`config.mk`:
```
export PLATFORM = sky130hd
export DESIGN_NAME = cpu_controller
export DESIGN_NICKNAME = d
export VERILOG_FILES = /design/src/rtl/cpu_ctrl_pkg.sv /design/src/rtl/cpu_controller_decoder.sv /design/src/rtl/cpu_controller.sv
export SDC_FILE = /design/constraint.sdc
export NUM_CORES = 1
export LEC_CHECK = 0
export BUFFER_PORTS_ARGS = -buffer_cell sky130_fd_sc_hd__buf_2
export CORE_MARGIN = 3
export CORE_UTILIZATION = 37
export CTS_CLUSTER_SIZE = 25
export DETAILED_ROUTE_END_ITERATION = 16
export PLACE_DENSITY = 0.76
export REMOVE_ABC_BUFFERS = 1
export SLEW_MARGIN = 20
export SYNTH_ARGS = -nofsm -noshare
export SYNTH_HDL_FRONTEND = slang
export SYNTH_SLANG_ARGS = --single-unit
```
`constraint.sdc`:
```
create_clock -name clock -period 2.4 [get_ports clock]
set_input_delay 0.12 -clock clock [delete_from_list [all_inputs] [get_ports clock]]
set_output_delay 0.12 -clock clock [all_outputs]
set_load 0.02 [all_outputs]
```
`src/rtl/cpu_ctrl_pkg.sv`:
```
// Shared constants for the CPU controller: opcodes, FSM states, datapath mux selects.
// Also defines the decoded instruction classes handed from instr_decoder to cpu_controller.
package cpu_ctrl_pkg;

   localparam logic [4:0] OP_NOP      = 5'h00;
   localparam logic [4:0] OP_ALU_LAST = 5'h0F;
   localparam logic [4:0] OP_LDI      = 5'h10;
   localparam logic [4:0] OP_LD       = 5'h11;
   localparam logic [4:0] OP_ST       = 5'h12;
   localparam logic [4:0] OP_SSR      = 5'h13;
   localparam logic [4:0] OP_CALL     = 5'h14;
   localparam logic [4:0] OP_RET      = 5'h15;
   localparam logic [4:0] OP_BZ       = 5'h16;
   localparam logic [4:0] OP_OUTL     = 5'h17;
   localparam logic [4:0] OP_OUTH     = 5'h18;
   localparam logic [4:0] OP_INL      = 5'h19;
   localparam logic [4:0] OP_INH      = 5'h1A;
   localparam logic [4:0] OP_HALT     = 5'h1F;

   localparam int Z_BIT = 1;

   localparam logic [1:0] SEL1_REG = 2'd0;
   localparam logic [1:0] SEL1_PC  = 2'd1;
   localparam logic [1:0] SEL1_IMM = 2'd2;

   localparam logic [2:0] SEL2_ALU  = 3'd0;
   localparam logic [2:0] SEL2_INL  = 3'd1;
   localparam logic [2:0] SEL2_INH  = 3'd2;
   localparam logic [2:0] SEL2_BUS  = 3'd4;
   localparam logic [2:0] SEL2_LR   = 3'd5;
   localparam logic [2:0] SEL2_IMEM = 3'd6;
   localparam logic [2:0] SEL2_DMEM = 3'd7;

   typedef enum logic [2:0] {
      ST_FETCH  = 3'd0,
      ST_LOADIR = 3'd1,
      ST_EXEC   = 3'd2,
      ST_MEMRD  = 3'd3,
      ST_CALL2  = 3'd4,
      ST_HALT   = 3'd5
   } state_t;

   typedef enum logic [3:0] {
      CLS_NOP, CLS_ALU, CLS_LDI, CLS_LD, CLS_ST, CLS_SSR, CLS_CALL,
      CLS_RET, CLS_BZ, CLS_OUTL, CLS_OUTH, CLS_INL, CLS_INH, CLS_HALT
   } instr_class_t;

endpackage

```
`src/rtl/cpu_controller_decoder.sv`:
```
// Splits an instruction word into fields and an instruction class.
// Port I/O ops decode only when CPU_CONTROLLER_PORT_IO_EN is defined; otherwise they are NOPs.
module instr_decoder
   import cpu_ctrl_pkg::*;
(
   input  logic [15:0]  instr,
   output instr_class_t cls,
   output logic [4:0]   op,
   output logic [2:0]   rd,
   output logic [2:0]   rs,
   output logic [1:0]   fn
);

   logic unused_low;

   assign op = instr[15:11];
   assign rd = instr[10:8];
   assign rs = instr[7:5];
   assign fn = instr[4:3];
   // Low bits only matter as part of imm8, which the datapath takes straight from IR.
   assign unused_low = ^instr[2:0];

   always_comb begin
      cls = CLS_NOP;
      if (op != OP_NOP && op <= OP_ALU_LAST) begin
         cls = CLS_ALU;
      end else begin
         case (op)
            OP_LDI:  cls = CLS_LDI;
            OP_LD:   cls = CLS_LD;
            OP_ST:   cls = CLS_ST;
            OP_SSR:  cls = CLS_SSR;
            OP_CALL: cls = CLS_CALL;
            OP_RET:  cls = CLS_RET;
            OP_BZ:   cls = CLS_BZ;
`ifdef CPU_CONTROLLER_PORT_IO_EN
            OP_OUTL: cls = CLS_OUTL;
            OP_OUTH: cls = CLS_OUTH;
            OP_INL:  cls = CLS_INL;
            OP_INH:  cls = CLS_INH;
`endif
            OP_HALT: cls = CLS_HALT;
            default: cls = CLS_NOP;
         endcase
      end
   end

endmodule

```
`src/rtl/cpu_controller.sv`:
```
// Multi-cycle CPU control FSM: fetch, IR load, execute, plus extra MEMRD/CALL2 steps and HALT.
// Optional port I/O instructions are enabled by CPU_CONTROLLER_PORT_IO_EN.
module cpu_controller
   import cpu_ctrl_pkg::*;
#(
   parameter int regFile_addrSize = 3,
   parameter int busSize          = 16,
   parameter int dataWordSize     = 8
) (
   input  logic                        clock,
   input  logic                        Rst,
   input  logic [busSize-1:0]          IROut,
   input  logic [dataWordSize-1:0]     StatusOut,
   input  logic [dataWordSize-1:0]     SROut,
   output logic [regFile_addrSize-1:0] a1,
   output logic [regFile_addrSize-1:0] a2,
   output logic [regFile_addrSize-1:0] aWrite,
   output logic                        loadReg,
   output logic                        selMuxDataReg,
   output logic                        incPC,
   output logic                        loadPCL,
   output logic                        loadPCH,
   output logic                        loadIRL,
   output logic                        loadIRH,
   output logic                        loadLR,
   output logic                        loadSR,
   output logic                        loadB2MB,
   output logic                        loadLEDL,
   output logic                        loadLEDH,
   output logic                        iWrite,
   output logic                        dWrite,
   output logic                        loadStatus,
   output logic [1:0]                  selMux1,
   output logic [2:0]                  selMux2,
   output logic [4:0]                  opcode,
   output logic [1:0]                  func,
   output logic                        halted
);

   state_t       state, state_next;
   instr_class_t cls;
   logic [4:0]   op;
   logic [2:0]   rd, rs;
   logic [1:0]   fn;
   logic         unused_inputs;

   instr_decoder u_decoder (
      .instr (IROut[15:0]),
      .cls   (cls),
      .op    (op),
      .rd    (rd),
      .rs    (rs),
      .fn    (fn)
   );

   // SROut feeds the data address in the datapath; only the Z flag steers control.
   assign unused_inputs = ^{SROut, StatusOut[dataWordSize-1:Z_BIT+1], StatusOut[Z_BIT-1:0]};

   always_ff @(posedge clock) begin
      if (Rst) state <= ST_FETCH;
      else     state <= state_next;
   end

   always_comb begin
      state_next    = state;
      a1            = '0;
      a2            = '0;
      aWrite        = '0;
      loadReg       = 1'b0;
      selMuxDataReg = 1'b0;
      incPC         = 1'b0;
      loadPCL       = 1'b0;
      loadPCH       = 1'b0;
      loadIRL       = 1'b0;
      loadIRH       = 1'b0;
      loadLR        = 1'b0;
      loadSR        = 1'b0;
      loadB2MB      = 1'b0;
      loadLEDL      = 1'b0;
      loadLEDH      = 1'b0;
      iWrite        = 1'b0;
      dWrite        = 1'b0;
      loadStatus    = 1'b0;
      selMux1       = SEL1_REG;
      selMux2       = SEL2_ALU;
      opcode        = '0;
      func          = '0;
      halted        = 1'b0;
      // Reset blanks every output, even before the first edge has forced FETCH.
      if (!Rst) begin
         case (state)
            ST_FETCH: state_next = ST_LOADIR;
            ST_LOADIR: begin
               selMux2    = SEL2_IMEM;
               loadIRH    = 1'b1;
               loadIRL    = 1'b1;
               incPC      = 1'b1;
               state_next = ST_EXEC;
            end
            ST_EXEC: begin
               state_next = ST_FETCH;
               case (cls)
                  CLS_ALU: begin
                     a1         = regFile_addrSize'(rd);
                     a2         = regFile_addrSize'(rs);
                     opcode     = op;
                     func       = fn;
                     aWrite     = regFile_addrSize'(rd);
                     loadReg    = 1'b1;
                     loadStatus = 1'b1;
                  end
                  CLS_LDI: begin
                     selMux1 = SEL1_IMM;
                     selMux2 = SEL2_BUS;
                     aWrite  = regFile_addrSize'(rd);
                     loadReg = 1'b1;
                  end
                  CLS_LD: state_next = ST_MEMRD;
                  CLS_ST: begin
                     a2     = regFile_addrSize'(rs);
                     dWrite = 1'b1;
                  end
                  CLS_SSR: begin
                     a2     = regFile_addrSize'(rs);
                     loadSR = 1'b1;
                  end
                  CLS_CALL: begin
                     selMux1    = SEL1_PC;
                     loadLR     = 1'b1;
                     state_next = ST_CALL2;
                  end
                  CLS_RET: begin
                     selMux2 = SEL2_LR;
                     loadPCL = 1'b1;
                     loadPCH = 1'b1;
                  end
                  CLS_BZ: begin
                     if (StatusOut[Z_BIT]) begin
                        selMux1 = SEL1_IMM;
                        selMux2 = SEL2_BUS;
                        loadPCL = 1'b1;
                        loadPCH = 1'b1;
                     end
                  end
`ifdef CPU_CONTROLLER_PORT_IO_EN
                  CLS_OUTL: begin
                     a2       = regFile_addrSize'(rs);
                     selMux2  = SEL2_BUS;
                     loadLEDL = 1'b1;
                  end
                  CLS_OUTH: begin
                     a2       = regFile_addrSize'(rs);
                     selMux2  = SEL2_BUS;
                     loadLEDH = 1'b1;
                  end
                  CLS_INL: begin
                     selMux2 = SEL2_INL;
                     aWrite  = regFile_addrSize'(rd);
                     loadReg = 1'b1;
                  end
                  CLS_INH: begin
                     selMux2 = SEL2_INH;
                     aWrite  = regFile_addrSize'(rd);
                     loadReg = 1'b1;
                  end
`endif
                  CLS_HALT: state_next = ST_HALT;
                  default: state_next = ST_FETCH;
               endcase
            end
            ST_MEMRD: begin
               selMux2    = SEL2_DMEM;
               aWrite     = regFile_addrSize'(rd);
               loadReg    = 1'b1;
               state_next = ST_FETCH;
            end
            ST_CALL2: begin
               selMux1    = SEL1_IMM;
               selMux2    = SEL2_BUS;
               loadPCL    = 1'b1;
               loadPCH    = 1'b1;
               state_next = ST_FETCH;
            end
            ST_HALT: begin
               halted     = 1'b1;
               state_next = ST_HALT;
            end
            default: state_next = ST_FETCH;
         endcase
      end
   end

endmodule

```
[Word level (Yosys, flattened, before mapping)]
Memories as Yosys holds them, arrays and structs flattened.
Index checks and enable logic that the tools add are counted.
Storage, ports and cells
  word-level logic and storage cells: 71
  register bits: 3
  bits in read-only memories: 128
  memories kept: 1
Memories
  (no name shown): words 32, bits a word 4, read ports 1, clocked after memory_dff 0, wr ports 0, RTL line cpu_controller_decoder.sv:28  | case (op)
Cells by class
  multiplexer cells: 49
  reductions and logical operators: 5
  magnitude comparators: 1
  equality and inequality tests: 14
Operator list (count)
  $mux 3: 10
  $pmux 3 s4: 2
  $mux 1: 20
  $pmux 3 s3: 2
  $eq 4x3->1 const B: 4
  $mux 5: 3
  $mux 2: 5
  $eq 4x2->1 const B: 2
  $eq 4x4->1 const B: 2
  $eq 3x2->1 const B: 2
  $eq 3x3->1 const B: 2
  $pmux 1 s2: 3
  $pmux 2 s3: 1
  $pmux 3 s2: 1
  $le 5x4->1 const B: 1
  $reduce_bool 5->1: 1
  $eq 4x1->1 const B: 1
  $mux 4: 1
  $pmux 2 s2: 1
  $eq 3x1->1 const B: 1
  $logic_not 3->1: 1
  $reduce_or 3->1: 1
  $reduce_or 2->1: 1
  $logic_and 1x1->1: 1

[Depth between registers and ports, before layout]
Gate-level depths: netlist of run 1.
  word-level depth: 8
  gate-level depth with buffers: 9
  depth with buffers taken out: 6

[Hierarchy]
Synthesis of run 1 repeated with hierarchy kept, for this count alone.
Unflattened totals
  cells, all modules: 113
  area total of the unflattened synthesis: 797.0 um2
Modules (own cells, without submodules)
  cpu_controller: instances 1, cells an instance 85, area each 601.8 um2
  instr_decoder: instances 1, cells an instance 28, area each 195.2 um2

[Worst setup path after synthesis of run 1]
Ideal clock, no wire load.
  path type: in2out
  start: input port IROut[12]
  end: output port loadPCL
  buffers on the path: 2
  data required time: 2.280 ns
  data arrival time: 2.027 ns
  path slack: 0.253 ns
  stages: 8
  cell sequence: clkbuf_2 > inv_1 > ha_1 > or4b_1 > a2111o_1 > a21oi_1 > o21a_1 > buf_4
On the way
  cells in the longest elaborated chain, start to end: 7
RTL lines
  start: declaration: RTL line cpu_controller.sv:12  | input logic [busSize-1:0] IROut,
  parallel branches: the longest is 2 deep, another holds $mem_v2 32x4
  $mux 4 *: RTL line cpu_controller_decoder.sv:25  | if (op != OP_NOP && op <= OP_ALU_LAST) begin
  $eq 4x4->1 / $eq 4x3->1 (equally long branches)
  $pmux 1 s2 * (2 in a row)
  $mux 1 *
  end: declaration: RTL line cpu_controller.sv:21  | output logic loadPCL,
Every way passes the cells marked *.

[Worst setup path in the final report of run 1]
  start: input port IROut[12]
  end: output port loadPCH
On the way
  cells in the longest elaborated chain, start to end: 7
RTL lines
  parallel branches: the longest is 2 deep, another holds $mem_v2 32x4
  $mux 4 *: RTL line cpu_controller_decoder.sv:25
  $eq 4x4->1 / $eq 4x3->1 (equally long branches): RTL line cpu_controller.sv:102  | case (cls)
  $pmux 1 s2 *: RTL line cpu_controller.sv:102
  $pmux 1 s2 *: RTL line cpu_controller.sv:91  | case (state)
  $mux 1 *: RTL line cpu_controller.sv:90  | if (!Rst) begin
  end: declaration: RTL line cpu_controller.sv:22  | output logic loadPCH,
Marks and branches as above.

==> run_results.csv, run 1 <==
group,metric,value,unit
outcome,status,"completed",
cts,clockBufferDepth,2,
timing,grt_setup_unrepaired,"no",
drt,drt_iter0_drc,21,
critical_path,path_class,"input port to primary output",
timing,hold_viol_final,0,
drt,ant_nets,0,
run,maxCapViolations,0,
cts,cts.root.buffer_cell,"clkbuf_4",
floorplanning,num_rows,16,
cells_and_area,fin_area,988,um^2
power_and_ir_drop,p_sw,119,uW
floorplanning,die_h,52.2,um
critical_path,cp-end-kind,"primary output",
drt,vias,964,
cts,path_clk_slew,0.04,ns
logic_synthesis,synth_top_family_by_area,"simple AND/OR/NAND/NOR gates",
power_and_ir_drop,power_frac_clock,0.314,
drt,wirelength,2200,um
hold_path,holdCritPathClass,"input port to flip-flop",
power_and_ir_drop,ir_drop,251,uV
floorplanning,die_area,2720,um^2
logic_synthesis,synth_xor_area_frac,0.0111,
critical_path,cp_slowest_cell,"or4b_1",
global_route,grt_pass1_wl,3330,um
power_and_ir_drop,sequentialPowerShare,0.208,
power_and_ir_drop,p_int,163,uW
logic_synthesis,synth-edff-count,0,
timing,fmax,459,MHz
place,placed_cells,179,
logic_synthesis,synth_mux_area_frac,0,
hold_path,holdPathEnd,"state[1]",
timing,slew_violations,0,
cts,clock_latency,0.23,ns
cts,cts_hold_buf,0,
drt,wl_per_cell,12.0,um
logic_synthesis,synthTopCellsByArea,"buf_4, dfxtp_1, nor3_1",
logic_synthesis,syn-cell-area,790,um^2
power_and_ir_drop,power_density,285,nW/um^2
cts,cts_setup_buffers,0,
place,io_buffers,47,
logic_synthesis,yosys_warnings,0,
cells_and_area,area_delta_synth_final,25.2,%
logic_synthesis,synthesis.instances,118,
global_route,grt-ovfl-total,0,
critical_path,crit_chain,"buf_2, inv_1, ha_1, or4b_1, a2111o_1, a21oi_1, o21a_1, buf_2",
cts,cts.sinks,3,
logic_synthesis,synthAdderAreaFrac,0.0475,
power_and_ir_drop,leakagePower,0.000531,uW
timing,skew,0.00114,ns
cells_and_area,multiInputGateArea,588,um^2
critical_path,cpLargestDelayFamily,"compound AO/OA/AOI/OAI gates",
timing,period_minus_slack,2.18,ns
cells_and_area,regMostFlops,"state",
critical_path,crit_buf_inv,3,
logic_synthesis,synthSimpleGateAreaFrac,0.404,
critical_path,required,2.28,ns
logic_synthesis,synthFlopType,"dfxtp_1",
critical_path,rrSetupSlack,0.72,ns
cts,h-tree-depth,1,
drt,drc,0,
place,gp_congestion,0.866,
logic_synthesis,synthArstFlopShare,0,
logic_synthesis,synth_top_area_cell,"buf_4",
global_route,grt_usage,0.157,
critical_path,arrival,2.06,ns
floorplanning,die_w,52.2,um
timing,finalSetupViolCount,0,
floorplanning,pin_count,71,
hold_path,hold_start,"Rst",
cells_and_area,regArea,60.1,um^2
logic_synthesis,yosysTopAreaCellShare,0.0856,
logic_synthesis,synth_seq_area_share,0.0761,
global_route,grt_pass1_vias,783,
drt,drt-pass1-iter-count,4,
critical_path,max_stage_delay,0.48,ns
place,hpwl,1740,um
timing,min_period_over_period,0.908,
floorplanning,initial_core_util,0.398,
cells_and_area,final_nets,194,
timing,tightestPinTransition,0.527,ns
critical_path,rr_worst_depth,4,
logic_synthesis,ys_ff_latch,3,
critical_path,critPathMaxFanout,9,
cts,cts_repair_resize_count,0,
cts,numCtsBuffers,3,
power_and_ir_drop,switching_share,0.420,
cells_and_area,layout.cells.non_filler,183,
cells_and_area,reg_top3,"state (3)",
hold_path,worstHoldPathCells,2,
cells_and_area,drive_gt1_frac,0.346,
global_route,grt_max_degree,15,
place,placed_area,962,um^2
power_and_ir_drop,combPwrFrac,0.478,
power_and_ir_drop,finalPower,282,uW
global_route,antenna_found_initial,0,
logic_synthesis,syn-mean-instance-area,6.69,um^2
critical_path,r2r-start,"state[1]",
critical_path,critPathLaunchType,"input port",
cells_and_area,fillCellCount,195,
cells_and_area,diodes,0,
drt,viasPerCell,5.27,
cts,cts_tree,"yes",
critical_path,cpMostUsedCell,"buf_2",
floorplanning,fp.coreArea,1980,um^2
critical_path,reg2reg_to,"state[1]",
cells_and_area,largest_reg_flops,3,
logic_synthesis,synthDistinctLibCells,48,
timing,slew_headroom,0.648,
logic_synthesis,synth_compound_area_frac,0.258,
[stage by stage]
step	utilization	setup slack (ns)	hold slack [ns]	setup TNS (ns)
6_report	0.499	0.222	0.180	0
5_1_grt	0.499	0.103	0.184	0
4_1_cts	0.499	0.222	0.171	0
3_5_place_dp	0.485	0.233	0.419	0
3_3_place_gp	0.485	0.264	0.407	0
2_1_floorplan	-	-0.0212	0.197	-0.0635
[layer usage]
metal	vias up	track usage	routed length (um)
met1	434	0.217	961
met3	4	0.0171	127
li1	494	-	-
met5	-	0	0
met2	32	0.245	1080
met4	0	0.0681	25
[Yosys cell counts (2+ instances only)]
cell type,count
clkbuf_1,2
nor2_1,5
a2bb2oi_1,3
dfxtp_1,3
ha_1,3
nand3_1,3
a21oi_1,6
inv_1,12
nor3_1,12
nor4_1,2
a21boi_0,2
nand2_1,5
buf_4,9
a21o_1,2
nor2b_1,2
a31oi_1,2
buf_2,3
nand2b_1,3
nand4_1,5
or3_1,2
nor3b_1,4
clkbuf_2,2
[cells by family (layout without fill, tap and decap cells)]
group | Yosys count | count (layout)
buf+inv | 29 | 63
xor+xnor | 1 | 1
fa+ha+maj | 3 | 3
compound gates | 28 | 28
simple gates | 53 | 53
flops | 3 | 3
other cells | 1 | 5
[placed cells by master, fill, tap and decap left out, drive strengths merged, types with 2 or more instances in the layout]
master,n
a31oi,2
nor4,2
nor3b,4
inv,12
nor3,12
conb,5
nand4,5
nand3,3
dfxtp,3
nand2,5
o21ai,2
a2bb2oi,3
nor2,5
a21boi,2
a21oi,6
or3,2
buf,47
or4b,2
clkbuf,4
ha,3
a21o,2
nor2b,2
nand2b,3
[worst max path at each step]
stage | from | endpoint | slack, ns | cells past startpoint
floorplan | state[0] | incPC | -0.02 | 2
global placement | IROut[12] | loadPCL | 0.26 | 8
detailed placement | IROut[12] | loadPCL | 0.23 | 8
CTS | state[2] | dWrite | 0.22 | 5
global route | state[1] | aWrite[0] | 0.10 | 5
finish | IROut[12] | loadPCH | 0.22 | 8
[power groups by stage]
stage | logic, uW | registers, uW | clock network [uW]
finish | 135 | 58.7 | 88.5
detailed placement | 134 | 59.5 | 0
global route | 148 | 59.4 | 101
floorplan | 89.7 | 57.9 | 0
global placement | 130 | 59.3 | 0
CTS | 134 | 58.7 | 92.8
[area by class of cell]
cell class	instances	area share
well taps	27	0.0342
clock buffers	4	0.0266
repair buffers	47	0.238
flip-flops and latches	3	0.0608
multi-input cells	90	0.595
inverters	12	0.0456
Note: power is estimated with default switching activity, not from simulation.
==> run 2: changes to the inputs <==
ABC_AREA = 1   (was default)
CORE_UTILIZATION = 36   (was 37)
==> run 2 against run 1 <==
Critical path depth grew 1. Clock skew up 0.00088 ns. Count of clock-buffer cells in the layout unchanged. Synthesized cell count grew 14%. Largest power group unchanged. Critical path type unchanged. Highest routed layer unchanged. Power grew 13%. Die area decreased by 3.2%. Clock power grew 3.5%.
==> run_results.csv, run 2 <==
group,metric,value,unit
timing,holdWs,0.179,ns
cts,cts.sinks,3,
cts,cts.root.buffer_cell,"clkbuf_4",
logic_synthesis,synth_mux_area_frac,0,
global_route,grt-ovfl-total,0,
critical_path,critPathLaunchType,"input port",
critical_path,rrSetupSlack,1.13,ns
cells_and_area,area_delta_synth_final,31.4,%
cells_and_area,largest_reg_flops,3,
critical_path,r2r-start,"state[0]",
logic_synthesis,syn-cell-area,741,um^2
cells_and_area,mostFrequentLayoutCell,"buf_2",
place,io_buffers,47,
timing,slew_violations,0,
timing,fmax,513,MHz
drt,drc,0,
timing,finalSetupTns,0,ns
critical_path,critPathMaxFanout,10,
logic_synthesis,synthSimpleGateAreaFrac,0.527,
critical_path,cp-end-kind,"primary output",
cells_and_area,fillCellCount,198,
logic_synthesis,synthAdderAreaFrac,0.0507,
drt,drt_iter0_drc,30,
hold_path,worstHoldPathCells,2,
global_route,gr-usage-met3,0.0292,
logic_synthesis,synth_compound_area_frac,0.103,
power_and_ir_drop,switching_share,0.467,
cts,cts_hold_buf,0,
drt,wl_per_cell,10.2,um
floorplanning,num_rows,15,
critical_path,cp_slowest_cell,"or2_2",
logic_synthesis,ys_ff_latch,3,
outcome,status,"completed",
cells_and_area,diodes,0,
critical_path,arrival,1.83,ns
cells_and_area,final_nets,217,
logic_synthesis,synthDistinctLibCells,27,
cts,clockBufferDepth,2,
logic_synthesis,synthFlopType,"dfxtp_1",
power_and_ir_drop,ir_drop,200,uV
timing,skew,0.00203,ns
logic_synthesis,synthesis.instances,134,
cells_and_area,reg_top3,"state (3)",
power_and_ir_drop,p_int,170,uW
logic_synthesis,yosysTopAreaCellShare,0.142,
run,maxCapViolations,0,
critical_path,crit_chain,"buf_2, inv_1, ha_1, or2_2, o21ai_2, nand4_2, buf_4, nor2_2, buf_2",
hold_path,hold_start,"Rst",
global_route,grt.busiest_layer,"met2",
global_route,use_met1,0.211,
logic_synthesis,synth-edff-count,0,
global_route,grt_max_degree,11,
logic_synthesis,synth_common_cells,"nand2_1, inv_1, nor2_1",
timing,grt_setup_unrepaired,"no",
logic_synthesis,synth_top_area_cell,"nand2_1",
floorplanning,initial_core_util,0.403,
place,gp_congestion,0.813,
floorplanning,fp.coreArea,1840,um^2
logic_synthesis,synthArstFlopShare,0,
cells_and_area,regMostFlops,"state",
floorplanning,die_w,51.4,um
drt,ant_nets,0,
timing,period_minus_slack,1.95,ns
logic_synthesis,synthMostInstantiatedCell,"nand2_1",
drt,wirelength,2070,um
critical_path,crit_buf_inv,4,
floorplanning,pin_count,71,
power_and_ir_drop,leakagePower,0.000634,uW
critical_path,required,2.28,ns
hold_path,holdPathEnd,"state[1]",
cts,h-tree-depth,1,
timing,hold_viol_final,0,
cells_and_area,drive_gt1_frac,0.402,
drt,drt-pass1-iter-count,4,
drt,viasPerCell,4.62,
global_route,grt_pass1_wl,3570,um
logic_synthesis,syn-mean-instance-area,5.53,um^2
drt,vias,942,
timing,min_period_over_period,0.812,
power_and_ir_drop,power_density,327,nW/um^2
cells_and_area,mostFrequentLayoutCells,"buf_2, nand2_1, inv_1",
cts,clock_latency,0.24,ns
power_and_ir_drop,sequentialPowerShare,0.197,
timing,finalSetupViolCount,0,
floorplanning,die_h,51.4,um
cts,cts_tree,"yes",
logic_synthesis,synth_xor_area_frac,0,
logic_synthesis,synthTopCellsByArea,"nand2_1, inv_1, nor2_1",
critical_path,max_stage_delay,0.32,ns
global_route,gr-usage-met2,0.292,
power_and_ir_drop,p_sw,149,uW
cts,numCtsBuffers,3,
critical_path,reg2reg_to,"state[2]",
critical_path,path_class,"input port to primary output",
critical_path,rr_worst_depth,7,
hold_path,holdCritPathClass,"input port to flip-flop",
logic_synthesis,synth_seq_area_share,0.0811,
global_route,grt_pass1_vias,900,
logic_synthesis,yosys_warnings,0,
global_route,grt_usage,0.177,
logic_synthesis,synth_top_family_by_area,"simple AND/OR/NAND/NOR gates",
power_and_ir_drop,power_frac_clock,0.288,
place,hpwl,1730,um
cts,cts_setup_buffers,0,
cts,path_clk_slew,0.03,ns
cts,cts_repair_resize_count,0,
critical_path,cpMostUsedCell,"buf_2",
global_route,antenna_found_initial,0,
critical_path,cpLargestDelayFamily,"buffers and inverters",
floorplanning,die_area,2640,um^2
power_and_ir_drop,combPwrFrac,0.516,
-- run 2: final cells by class --
class                   instances  area, um^2  area share
clock buffers                   4        26.3      0.0270
inverters                      24        90.1      0.0925
multi-input cells             100         523       0.537
flip-flops and latches          3        60.1      0.0617
well taps                      25        31.3      0.0321
repair buffers                 48         243       0.249
-- run 2: routing by layer --
layer  up-vias  part of all wire
met1       406              0.43
met3         4             0.096
met2        44              0.45
met4         0             0.023
met5         -                 0
li1        488                 -
-- run 2: kinds of logic after synthesis --
group / count (synthesis)
buffers and inverters: 35
adders and majority gates: 3
AOI/OAI and AO/OA: 11
DFF: 3
other: 1
and+or+nand+nor: 81
-- run 2: power groups by stage --
| stage | clock, uW | sequential [uW] | combinational, uW |
|---|---|---|---|
| finish | 91.6 | 62.7 | 164 |
| global route | 103 | 64.0 | 184 |
| CTS | 96.2 | 62.7 | 164 |
| detailed placement | 0 | 63.5 | 163 |
| global placement | 0 | 63.6 | 159 |
| floorplan | 0 | 61.8 | 113 |
-- run 2: stage by stage --
step	util	cells	cell area (um^2)	setup slack, ns	power [uW]
2_1_floorplan	-	127	673	0.516	175
3_3_place_gp	0.515	200	947	0.504	223
3_5_place_dp	0.515	200	947	0.464	226
4_1_cts	0.529	204	973	0.448	323
5_1_grt	0.529	204	973	0.292	351
6_report	0.529	204	973	0.451	319
-- run 2: worst max path at each step --
| stage | slack (ns) | to | startpoint | depth (start not counted) |
|---|---|---|---|---|
| floorplan | 0.52 | aWrite[0] | IROut[12] | 8 |
| CTS | 0.45 | opcode[3] | IROut[12] | 9 |
| global route | 0.29 | a1[1] | IROut[12] | 9 |
| detailed placement | 0.46 | opcode[1] | IROut[12] | 9 |
| finish | 0.45 | opcode[3] | IROut[12] | 9 |
| global placement | 0.50 | opcode[1] | IROut[12] | 9 |
